==> src/rtl/stepdown_corestate_seq_if.sv <==
// Control/status bundle between the brick controller and the stepdown core-state sequencer.
interface stepdown_corestate_seq_if;
  logic       en;
  logic       pgood;
  logic       ocp;
  logic       ovp;
  logic [2:0] cstate;
  logic [5:0] ss_code;
  logic       drv_en;
  logic       pg_ok;
  logic       fault;
  logic [2:0] retry_cnt;

  modport master (
    output en, pgood, ocp, ovp,
    input  cstate, ss_code, drv_en, pg_ok, fault, retry_cnt
  );

  modport slave (
    input  en, pgood, ocp, ovp,
    output cstate, ss_code, drv_en, pg_ok, fault, retry_cnt
  );
endinterface

==> src/rtl/stepdown_corestate_seq.sv <==
// VMAX-6 stepdown core-state sequencer: precharge, soft-start ramp, regulation,
// OCP/OVP fault handling with cooldown and bounded auto-retry. All outputs registered.
module stepdown_corestate_seq #(
  parameter int PRECHG_CYC  = 16,
  parameter int SS_STEP_CYC = 4,
  parameter int SS_MAX      = 63,
  parameter int PG_TO       = 255,
  parameter int PG_DEB      = 8,
  parameter int COOL_CYC    = 1024,
  parameter int RETRY_MAX   = 3
) (
  input  logic                          CELCLK,
  input  logic                          CELRST,
  input  logic                          CELV,
  input  logic                          CELG,
  input  logic                          SUB,
  stepdown_corestate_seq_if.slave       sif
);

  typedef enum logic [2:0] {
    S_OFF   = 3'd0,
    S_PRE   = 3'd1,
    S_SS    = 3'd2,
    S_REG   = 3'd3,
    S_FAULT = 3'd4,
    S_COOL  = 3'd5,
    S_LATCH = 3'd6,
    S_BAD   = 3'd7
  } state_t;

  localparam logic [7:0]  PRE_LAST  = 8'(PRECHG_CYC - 1);
  localparam logic [3:0]  STEP_LAST = 4'(SS_STEP_CYC - 1);
  localparam logic [5:0]  SS_TOP    = 6'(SS_MAX);
  localparam logic [7:0]  PG_LAST   = 8'(PG_TO - 1);
  localparam logic [3:0]  DEB_LAST  = 4'(PG_DEB - 1);
  localparam logic [11:0] COOL_LAST = 12'(COOL_CYC - 1);
  localparam logic [2:0]  RETRY_TOP = 3'(RETRY_MAX);

  state_t      r_state;
  state_t      w_state_next;
  logic [7:0]  r_pre_cnt;
  logic [7:0]  r_pg_cnt;
  logic [3:0]  r_step_cnt;
  logic [3:0]  r_deb_cnt;
  logic [11:0] r_cool_cnt;
  logic [5:0]  r_ss_code;
  logic [2:0]  r_retry_cnt;
  logic        r_drv_en;
  logic        r_pg_ok;
  logic        r_fault;
  logic        w_flt;
  logic        w_ss_top;
  logic        w_unused_supply;

  // Supply and substrate pins are carried for netlist completeness only.
  assign w_unused_supply = ^{CELV, CELG, SUB};

  assign w_flt    = sif.ocp | sif.ovp;
  assign w_ss_top = (r_ss_code == SS_TOP);

  always_comb begin
    w_state_next = r_state;
    case (r_state)
      S_OFF: begin
        if (sif.en) w_state_next = S_PRE;
      end
      S_PRE: begin
        if (w_flt)                       w_state_next = S_FAULT;
        else if (!sif.en)                w_state_next = S_OFF;
        else if (r_pre_cnt == PRE_LAST)  w_state_next = S_SS;
      end
      S_SS: begin
        if (w_flt)                       w_state_next = S_FAULT;
        else if (!sif.en)                w_state_next = S_OFF;
        else if (w_ss_top) begin
          // pgood only counts once the ramp has finished
          if (sif.pgood)                 w_state_next = S_REG;
          else if (r_pg_cnt == PG_LAST)  w_state_next = S_FAULT;
        end
      end
      S_REG: begin
        if (w_flt)                       w_state_next = S_FAULT;
        else if (!sif.en)                w_state_next = S_OFF;
        else if (!sif.pgood && (r_deb_cnt == DEB_LAST))
                                         w_state_next = S_FAULT;
      end
      S_FAULT: begin
        w_state_next = S_COOL;
      end
      S_COOL: begin
        if (!sif.en)                     w_state_next = S_OFF;
        else if (r_cool_cnt == COOL_LAST)
          w_state_next = (r_retry_cnt < RETRY_TOP) ? S_PRE : S_LATCH;
      end
      S_LATCH: begin
        if (!sif.en)                     w_state_next = S_OFF;
      end
      default: begin
        w_state_next = S_OFF;
      end
    endcase
  end

  always_ff @(posedge CELCLK) begin
    if (CELRST) begin
      r_state     <= S_OFF;
      r_pre_cnt   <= '0;
      r_pg_cnt    <= '0;
      r_step_cnt  <= '0;
      r_deb_cnt   <= '0;
      r_cool_cnt  <= '0;
      r_ss_code   <= '0;
      r_retry_cnt <= '0;
      r_drv_en    <= 1'b0;
      r_pg_ok     <= 1'b0;
      r_fault     <= 1'b0;
    end else begin
      r_state  <= w_state_next;
      r_drv_en <= (w_state_next == S_SS) || (w_state_next == S_REG);
      r_pg_ok  <= (w_state_next == S_REG);
      r_fault  <= (w_state_next == S_FAULT) || (w_state_next == S_COOL) ||
                  (w_state_next == S_LATCH);

      if ((w_state_next == S_OFF) || ((w_state_next == S_REG) && (r_state != S_REG)))
        r_retry_cnt <= '0;
      else if ((r_state == S_COOL) && (w_state_next == S_PRE))
        r_retry_cnt <= r_retry_cnt + 3'd1;

      if (w_state_next != r_state) begin
        // Every counter starts from zero in the state being entered.
        r_pre_cnt  <= '0;
        r_pg_cnt   <= '0;
        r_step_cnt <= '0;
        r_deb_cnt  <= '0;
        r_cool_cnt <= '0;
        r_ss_code  <= (w_state_next == S_REG) ? SS_TOP : 6'd0;
      end else begin
        case (r_state)
          S_PRE: r_pre_cnt <= r_pre_cnt + 8'd1;
          S_SS: begin
            if (w_ss_top) begin
              r_pg_cnt <= r_pg_cnt + 8'd1;
            end else if (r_step_cnt == STEP_LAST) begin
              r_step_cnt <= '0;
              r_ss_code  <= r_ss_code + 6'd1;
            end else begin
              r_step_cnt <= r_step_cnt + 4'd1;
            end
          end
          S_REG:   r_deb_cnt  <= sif.pgood ? 4'd0 : (r_deb_cnt + 4'd1);
          S_COOL:  r_cool_cnt <= r_cool_cnt + 12'd1;
          default: ;
        endcase
      end
    end
  end

  assign sif.cstate    = r_state;
  assign sif.ss_code   = r_ss_code;
  assign sif.drv_en    = r_drv_en;
  assign sif.pg_ok     = r_pg_ok;
  assign sif.fault     = r_fault;
  assign sif.retry_cnt = r_retry_cnt;

endmodule

==> src/flat_wrapper.sv <==
// flat-port wrapper written by rule: the top's interface ports become plain ports
module stepdown_corestate_seq_flat 
#(
  parameter int PRECHG_CYC  = 16,
  parameter int SS_STEP_CYC = 4,
  parameter int SS_MAX      = 63,
  parameter int PG_TO       = 255,
  parameter int PG_DEB      = 8,
  parameter int COOL_CYC    = 1024,
  parameter int RETRY_MAX   = 3
)
  (CELCLK, CELRST, CELV, CELG, SUB, sif_en, sif_pgood, sif_ocp, sif_ovp, sif_cstate, sif_ss_code, sif_drv_en, sif_pg_ok, sif_fault, sif_retry_cnt);
  stepdown_corestate_seq_if sif_i ();
  input  logic CELCLK;
  input  logic CELRST;
  input  logic CELV;
  input  logic CELG;
  input  logic SUB;
  input wire logic [$bits(sif_i.en)-1:0] sif_en;
  input wire logic [$bits(sif_i.pgood)-1:0] sif_pgood;
  input wire logic [$bits(sif_i.ocp)-1:0] sif_ocp;
  input wire logic [$bits(sif_i.ovp)-1:0] sif_ovp;
  output wire logic [$bits(sif_i.cstate)-1:0] sif_cstate;
  output wire logic [$bits(sif_i.ss_code)-1:0] sif_ss_code;
  output wire logic [$bits(sif_i.drv_en)-1:0] sif_drv_en;
  output wire logic [$bits(sif_i.pg_ok)-1:0] sif_pg_ok;
  output wire logic [$bits(sif_i.fault)-1:0] sif_fault;
  output wire logic [$bits(sif_i.retry_cnt)-1:0] sif_retry_cnt;
  assign sif_i.en = sif_en;
  assign sif_i.pgood = sif_pgood;
  assign sif_i.ocp = sif_ocp;
  assign sif_i.ovp = sif_ovp;
  assign sif_cstate = sif_i.cstate;
  assign sif_ss_code = sif_i.ss_code;
  assign sif_drv_en = sif_i.drv_en;
  assign sif_pg_ok = sif_i.pg_ok;
  assign sif_fault = sif_i.fault;
  assign sif_retry_cnt = sif_i.retry_cnt;
  stepdown_corestate_seq #(.PRECHG_CYC(PRECHG_CYC), .SS_STEP_CYC(SS_STEP_CYC), .SS_MAX(SS_MAX), .PG_TO(PG_TO), .PG_DEB(PG_DEB), .COOL_CYC(COOL_CYC), .RETRY_MAX(RETRY_MAX)) u_core (.CELCLK(CELCLK), .CELRST(CELRST), .CELV(CELV), .CELG(CELG), .SUB(SUB), .sif(sif_i));
endmodule
==> config.mk <==
export PLATFORM = sky130hd
export DESIGN_NAME = stepdown_corestate_seq_flat
export DESIGN_NICKNAME = d
export VERILOG_FILES = /design/src/rtl/stepdown_corestate_seq_if.sv /design/src/rtl/stepdown_corestate_seq.sv /design/src/flat_wrapper.sv
export SDC_FILE = /design/constraint.sdc
export NUM_CORES = 1
export LEC_CHECK = 0
export CELL_PAD_IN_SITES_DETAIL_PLACEMENT = 1
export CELL_PAD_IN_SITES_GLOBAL_PLACEMENT = 1
export CORE_AREA = 2 2 77 79
export DETAILED_ROUTE_END_ITERATION = 8
export DIE_AREA = 0 0 79 81
export PLACE_DENSITY = 0.79
export SETUP_SLACK_MARGIN = 0.5
export SYNTH_ARGS = -nofsm -noshare
export SYNTH_HDL_FRONTEND = slang
export SYNTH_SLANG_ARGS = --single-unit
==> constraint.sdc <==
create_clock -name CELCLK -period 5.2 [get_ports CELCLK]
set_input_delay 0.52 -clock CELCLK [delete_from_list [all_inputs] [get_ports CELCLK]]
set_output_delay 0.52 -clock CELCLK [all_outputs]
set_load 0.03 [all_outputs]
* Word-level counts from Yosys, hierarchy flattened
Cells that the tools add are included.
Word-level totals: output and inout bits 15, input port bits 9, word-level logic and storage cells 83, bits in registers 51
Cells by class: eq/ne operators 21, $lt $le $gt $ge 1, bitwise operators 2, mux-type cells 24, $add $sub $neg 7, reduce and logical (&&, ||, !) cells 17
Operators by type and width (number):
- $mux W3 | 16
- $mux W6 | 5
- $pmux W3 S7 | 1
- $eq A3 B3 Y1 const B | 6
- $add A8 B1 Y8 const B | 2
- $add A12 B1 Y12 const B | 1
- $eq A12 B10 Y1 const B | 1
- $eq A3 B2 Y1 const B | 4
- $add A4 B1 Y4 const B | 2
- $eq A8 B4 Y1 const B | 1
- $eq A8 B8 Y1 const B | 1
- $mux W4 | 2
- $add A6 B1 Y6 const B | 1
- $eq A3 B1 Y1 const B | 2
- $eq A6 B6 Y1 const B | 1
- $logic_not A3 Y1 | 2
- $eq A4 B2 Y1 const B | 1
- $eq A4 B3 Y1 const B | 1
- $logic_or A1 B1 Y1 | 4
- $reduce_and A2 Y1 | 2
- $reduce_bool A2 Y1 | 2
- $reduce_or A2 Y1 | 2
- $add A3 B1 Y3 const B | 1
- $logic_and A1 B1 Y1 | 3
- 8 further kinds | 8

* Longest topological paths before layout
word-level depth 11, mapped depth 10, mapped depth without buffers 9

* Worst setup path after synthesis
Ideal clock, no wire load.
path kind reg-to-reg, from reg u_core.r_ss_code[0], in the netlist u_core.sif.ss_code[0], to reg u_core.r_cool_cnt[0], library setup time 117 ps, period minus slack after synthesis 2427 ps, buffers on the path 2, arrival 2309 ps, required time 5083 ps, cell stages (with the launch flop) 11, slack 2773 ps, path through dfxtp_1 ha_1 and4_1 and3_1 buf_6 a2111oi_4 a2111oi_0 nor4_2 nand3_2 buf_2 nor2_1
On the way: word-level cells in the longest chain between the ends 7
Ends and longest elaborated chain:
- start, declared | RTL line stepdown_corestate_seq.sv:46 | logic [5:0] r_ss_code;
- start signal, assigned | RTL line stepdown_corestate_seq.sv:136 | r_ss_code <= (w_state_next == S_REG) ? SS_TOP : 6'd0;
- start signal, assigned | RTL line stepdown_corestate_seq.sv:145 | r_ss_code <= r_ss_code + 6'd1;
- $eq A6 B6 Y1 | RTL line stepdown_corestate_seq.sv:59 | assign w_ss_top = (r_ss_code == SS_TOP);
- $mux W3 | RTL line stepdown_corestate_seq.sv:75 | else if (w_ss_top) begin
- $mux W3 | RTL line stepdown_corestate_seq.sv:74 | else if (!sif.en) w_state_next = S_OFF;
- $mux W3 | RTL line stepdown_corestate_seq.sv:73 | if (w_flt) w_state_next = S_FAULT;
- $pmux W3 S7 | RTL line stepdown_corestate_seq.sv:63 | case (r_state)
- $ne A3 B3 Y1 | RTL line stepdown_corestate_seq.sv:129 | if (w_state_next != r_state) begin
- $reduce_or A2 Y1 (no line)
- end signal, assigned | RTL line stepdown_corestate_seq.sv:151 | S_COOL: r_cool_cnt <= r_cool_cnt + 12'd1;
- end, declared | RTL line stepdown_corestate_seq.sv:45 | logic [11:0] r_cool_cnt;
No other way between the ends. A chain may end at the register's enable or synchronous reset.

* Worst setup path after layout
from reg u_core.r_state[1], in the netlist u_core.sif.cstate[1], to reg u_core.r_cool_cnt[6]
On the way: word-level cells in the longest chain between the ends 8, elaborated cells on any way between the ends 25, classes of those cells 7 x eq/ne; 16 x mux; 2 x reduce/logical
Ends and longest elaborated chain:
- start, declared | RTL line stepdown_corestate_seq.sv:39 | state_t r_state;
- start signal, assigned | RTL line stepdown_corestate_seq.sv:118 | r_state <= w_state_next;
- $mux W3 | RTL line stepdown_corestate_seq.sv:78 | else if (r_pg_cnt == PG_LAST) w_state_next = S_FAULT;
- $mux W3 | RTL line stepdown_corestate_seq.sv:77 | if (sif.pgood) w_state_next = S_REG;
- $mux W3 | RTL line stepdown_corestate_seq.sv:75
- $mux W3 | RTL line stepdown_corestate_seq.sv:74
- $mux W3 | RTL line stepdown_corestate_seq.sv:73
- $pmux W3 S7 | RTL line stepdown_corestate_seq.sv:63
- $ne A3 B3 Y1 | RTL line stepdown_corestate_seq.sv:129
- $reduce_or A2 Y1 (no line)
Parallel ways exist; a longest one is shown, timed or not.

==> impl_summary.md <==
Timing
Static timing analysis puts the maximum clock frequency at 303 MHz. On the final layout, the worst hold slack is 0.510 ns. Setup repair after global routing left no endpoint under its margin.

At the pin with the least slew margin, the transition time is about 0.63 ns. The hold violation count in the final report is 0. Clock skew on the completed layout was measured at 0.0120 ns. Setup violations remaining at the end of the flow were counted as 0.

The shortest period the worst path allows is 3.30 ns. The final setup TNS is 0 ns. The worst path uses between 60% and 70% of the clock period. In this run the tightest slew margin relative to its limit is between 50% and 60%. The max-slew violation count is 0.

Yosys
The number of nets in the synthesized netlist is between 300 and 400. Synthesis produced a netlist whose cell count is 291. In the post-synthesis netlist, the biggest area contributors are sky130_fd_sc_hd__dfxtp_1, sky130_fd_sc_hd__nor2_1, sky130_fd_sc_hd__xor2_1, sky130_fd_sc_hd__xnor2_1, sky130_fd_sc_hd__ha_1. The total of warnings raised by yosys is 0.

The register bit total from synthesis is 51. The count of flip-flops with a built-in enable after synthesis is 0. In the synthesized netlist the async set-or-reset flop fraction comes to 0%. The post-synthesis cell type with the largest combined area is sky130_fd_sc_hd__dfxtp_1.

The part of the Yosys area used for sequential elements is 39.8%. The primary flip-flop cell chosen by synthesis mapping is sky130_fd_sc_hd__dfxtp_1. The number of distinct library cells after synthesis is 53. The average instance in the mapped netlist occupies 8.81 um^2. The share of Yosys cell area claimed by the top area cell type is 39.8%.

In this run the cell area of the synthesized design comes to ~2600 um^2.

Detailed routing
The first-pass iteration count of the detailed router is 4. The detail route stage leaves a number of antenna-violating nets equal to 0. In the routed design, unresolved DRC markers number 0. In the routed layout, each cell is associated on average with a via count of approximately 5.4. The average wire per cell in the routed design is ~14 um. The detailed router placed slightly above 2000 vias in this run. The wire length after detailed routing is 5430 um. The initial DRC count is 66.

Pwr
The internal portion of the total power is 576 uW. The power density normalized to cell area is 262 nW/um^2. IR analysis of the VDD net gives a maximum drop of between 0.1 and 0.15 mV. Registers are responsible for 52.6% of the overall power. For this design the total switching power over the nets is 186 uW. The leakage power is 0.000989 uW. The switching fraction of total power is between 20% and 30%. Of the total power, the clock network draws 37.9%. The share of power burned in combinational logic is under 10%.

Floorplan
24 I/O pins were placed. The die is between 80 and 90 um tall. The core region area is 5680 um^2. The floorplan has 28 rows.

The initial core utilization is 45.1%. The x dimension of the die is 79 um. The floorplan die area is between 6000 and 7000 um^2.

Layout
The commonest non-fill, non-tap cell in the layout is sky130_fd_sc_hd__dfxtp_1. The share of post-route cells with drive strength above 1 is 5.54%. The final layout contains 323 nets. The library cells used most frequently in the layout, excluding fill and tap cells, are sky130_fd_sc_hd__dfxtp_1, sky130_fd_sc_hd__nor2_1, sky130_fd_sc_hd__nand2_1, sky130_fd_sc_hd__clkdlybuf4s50_1, sky130_fd_sc_hd__xor2_1.

The number of antenna diodes in the final layout is 0. Once layout is complete, the cells apart from fillers number 382. The area added between synthesis and finish is 13.3%.

Setup path
STA classifies the critical path endpoint as a flop. The register-to-register setup slack is around 1.9 ns. The worst endpoint required time is 5.44 ns. In this run the critical register-to-register path is launched from u_core.sif.cstate[1].

STA classifies the critical path startpoint as a flop. The startpoint-to-endpoint class of the critical path is reg2reg. The number of cells on the worst reg-to-reg path is 8.

In this run the worst path has a maximum fanout of 29. The arrival time of the worst setup path is about 3.5 ns. The end of the worst register-to-register path is u_core.r_cool_cnt[6].

CTS
The tree is rooted in a sky130_fd_sc_hd__clkbuf_8. The number of gates resized after CTS is 0. Clock-pin slew was measured on the worst setup and hold paths at around 0.10 ns. The post-CTS repair timing setup buffer count is 0.

CTS built an H-tree with a depth of 2. For the worst-skew pair, the clock arrives at the later sink with an insertion delay of 0.31 ns. After clock tree synthesis, the flow added hold-fix buffers numbering 0. The clock drives 51 sinks. The number of buffers between clock root and the deepest sink is 2.

The number of buffers created by CTS is 5. TritonCTS built the clock tree.

GRT
The number of antenna violations at the first check in global routing is 0. The via count of the first global-routing pass was 2071. Global routing finished with a remaining overflow of 0.

The first global-routing pass estimated ~9400 um of wire. The pin count of the biggest net entering global routing is 30. The global router's overall resource usage is 18.4%.

Min path
The depth of the worst hold-timing path is 2. The path class of the tightest hold or removal check is reg2reg. The sink of the worst hold path is u_core.r_deb_cnt[3]. The worst hold path begins at u_core.r_deb_cnt[3].

Placed design
The post-placement cell count is between 300 and 400. Summed over all nets, the half-perimeter wirelength after detailed placement is ~3900 um. The number of input and output port buffers inserted is 20. The routability congestion estimate from global placement is 0.777.

Outcome
The run finished with clean final reports.

Flow run
The max-capacitance violation count is 0.
[cells in the mapped netlist, types with 2 or more instances]
master,number
sky130_fd_sc_hd__buf_6,2
sky130_fd_sc_hd__o21ai_0,9
sky130_fd_sc_hd__nand4_1,13
sky130_fd_sc_hd__nor3b_1,2
sky130_fd_sc_hd__xor2_1,19
sky130_fd_sc_hd__clkbuf_1,3
sky130_fd_sc_hd__and3_1,7
sky130_fd_sc_hd__nand2_1,20
sky130_fd_sc_hd__nand4b_1,2
sky130_fd_sc_hd__a21oi_1,10
sky130_fd_sc_hd__ha_1,8
sky130_fd_sc_hd__a211oi_1,3
sky130_fd_sc_hd__nand3_1,12
sky130_fd_sc_hd__and4_1,4
sky130_fd_sc_hd__buf_2,5
sky130_fd_sc_hd__and4b_1,2
sky130_fd_sc_hd__o21ai_1,6
sky130_fd_sc_hd__dfxtp_1,51
sky130_fd_sc_hd__nor3_1,9
sky130_fd_sc_hd__nor2b_1,4
sky130_fd_sc_hd__inv_1,3
sky130_fd_sc_hd__nor2_1,47
sky130_fd_sc_hd__nor3b_4,2
sky130_fd_sc_hd__xnor2_1,13
sky130_fd_sc_hd__a21o_1,2
sky130_fd_sc_hd__mux2i_1,5
sky130_fd_sc_hd__buf_4,2
[layout make-up]
| cell class | count | area, um^2 |
|---|---|---|
| fillers | 704 | 2770 |
| inverters | 3 | 11.3 |
| multi-input cells | 224 | 1450 |
| clock inverters | 2 | 35.0 |
| well taps | 75 | 93.8 |
| flip-flops and latches | 51 | 1020 |
| repair buffers | 21 | 208 |
| clock buffers | 6 | 82.6 |
[sequential cells by signal, indices dropped and copies added (netlist names)]
signal                flops
u_core.sif.retry_cnt      3
u_core.r_pre_cnt          8
u_core.r_deb_cnt          4
u_core.r_pg_cnt           8
u_core.sif.pg_ok          1
u_core.r_cool_cnt        12
u_core.sif.cstate         3
u_core.sif.drv_en         1
u_core.sif.fault          1
u_core.r_step_cnt         4
u_core.sif.ss_code        6
[layer usage]
layer	up-vias	wire, um	global-route usage (%)
met5	-	0	0
met4	0	21	5.34
met3	2	128	5.11
met2	17	2690	32.5
met1	1001	2590	22.0
li1	1055	-	-
[worst max-delay path: stages, from the launching register on]
cell	delay (ns)
sky130_fd_sc_hd__dfxtp_1	0.74
sky130_fd_sc_hd__nor3b_4	0.33
sky130_fd_sc_hd__and3_1	0.42
sky130_fd_sc_hd__a2111oi_4	0.13
sky130_fd_sc_hd__o31a_1	0.36
sky130_fd_sc_hd__a21oi_1	0.19
sky130_fd_sc_hd__nand3_2	0.51
sky130_fd_sc_hd__buf_4	0.41
sky130_fd_sc_hd__nor2_1	0.13
[worst max path at each step]
stage	start	end	slack, ns	depth (start not counted)
after global placement	sif_pgood	u_core.r_cool_cnt[1]	1.60	9
after floorplan	u_core.sif.ss_code[0]	u_core.r_cool_cnt[0]	2.77	10
after CTS	u_core.sif.cstate[1]	u_core.r_cool_cnt[6]	1.85	8
final	u_core.sif.cstate[1]	u_core.r_cool_cnt[6]	1.90	8
after global routing	sif_pgood	u_core.r_cool_cnt[6]	1.54	9
after detailed placement	sif_pgood	u_core.r_cool_cnt[4]	1.59	9
[through the flow]
step | setup slack [ns] | utilization (%) | power [uW] | cell area, um^2
floorplan | 2.77 | - | 463 | 2560
global placement | 1.60 | 49.1 | 481 | 2790
detailed placement | 1.59 | 49.1 | 483 | 2790
CTS | 1.85 | 51.2 | 772 | 2900
global route | 1.54 | 51.2 | 797 | 2900
finish | 1.90 | 51.2 | 762 | 2900
[power groups by stage]
stage,Combinational [uW],Sequential [uW],Clock [uW]
finish,72.3,401,289
global route,80.1,402,315
CTS,72.5,401,298
detailed placement,72.1,410,0
global placement,70.7,410,0
floorplan,52.1,411,0
[cell families after synthesis]
family | synth area share [%]
simple gates | 28.2
fa+ha+maj | 3.91
flops | 39.8
mux | 1.95
xor+xnor | 10.9
buf+inv | 3.47
compound gates | 11.7
(Power assumes the default switching activity.)
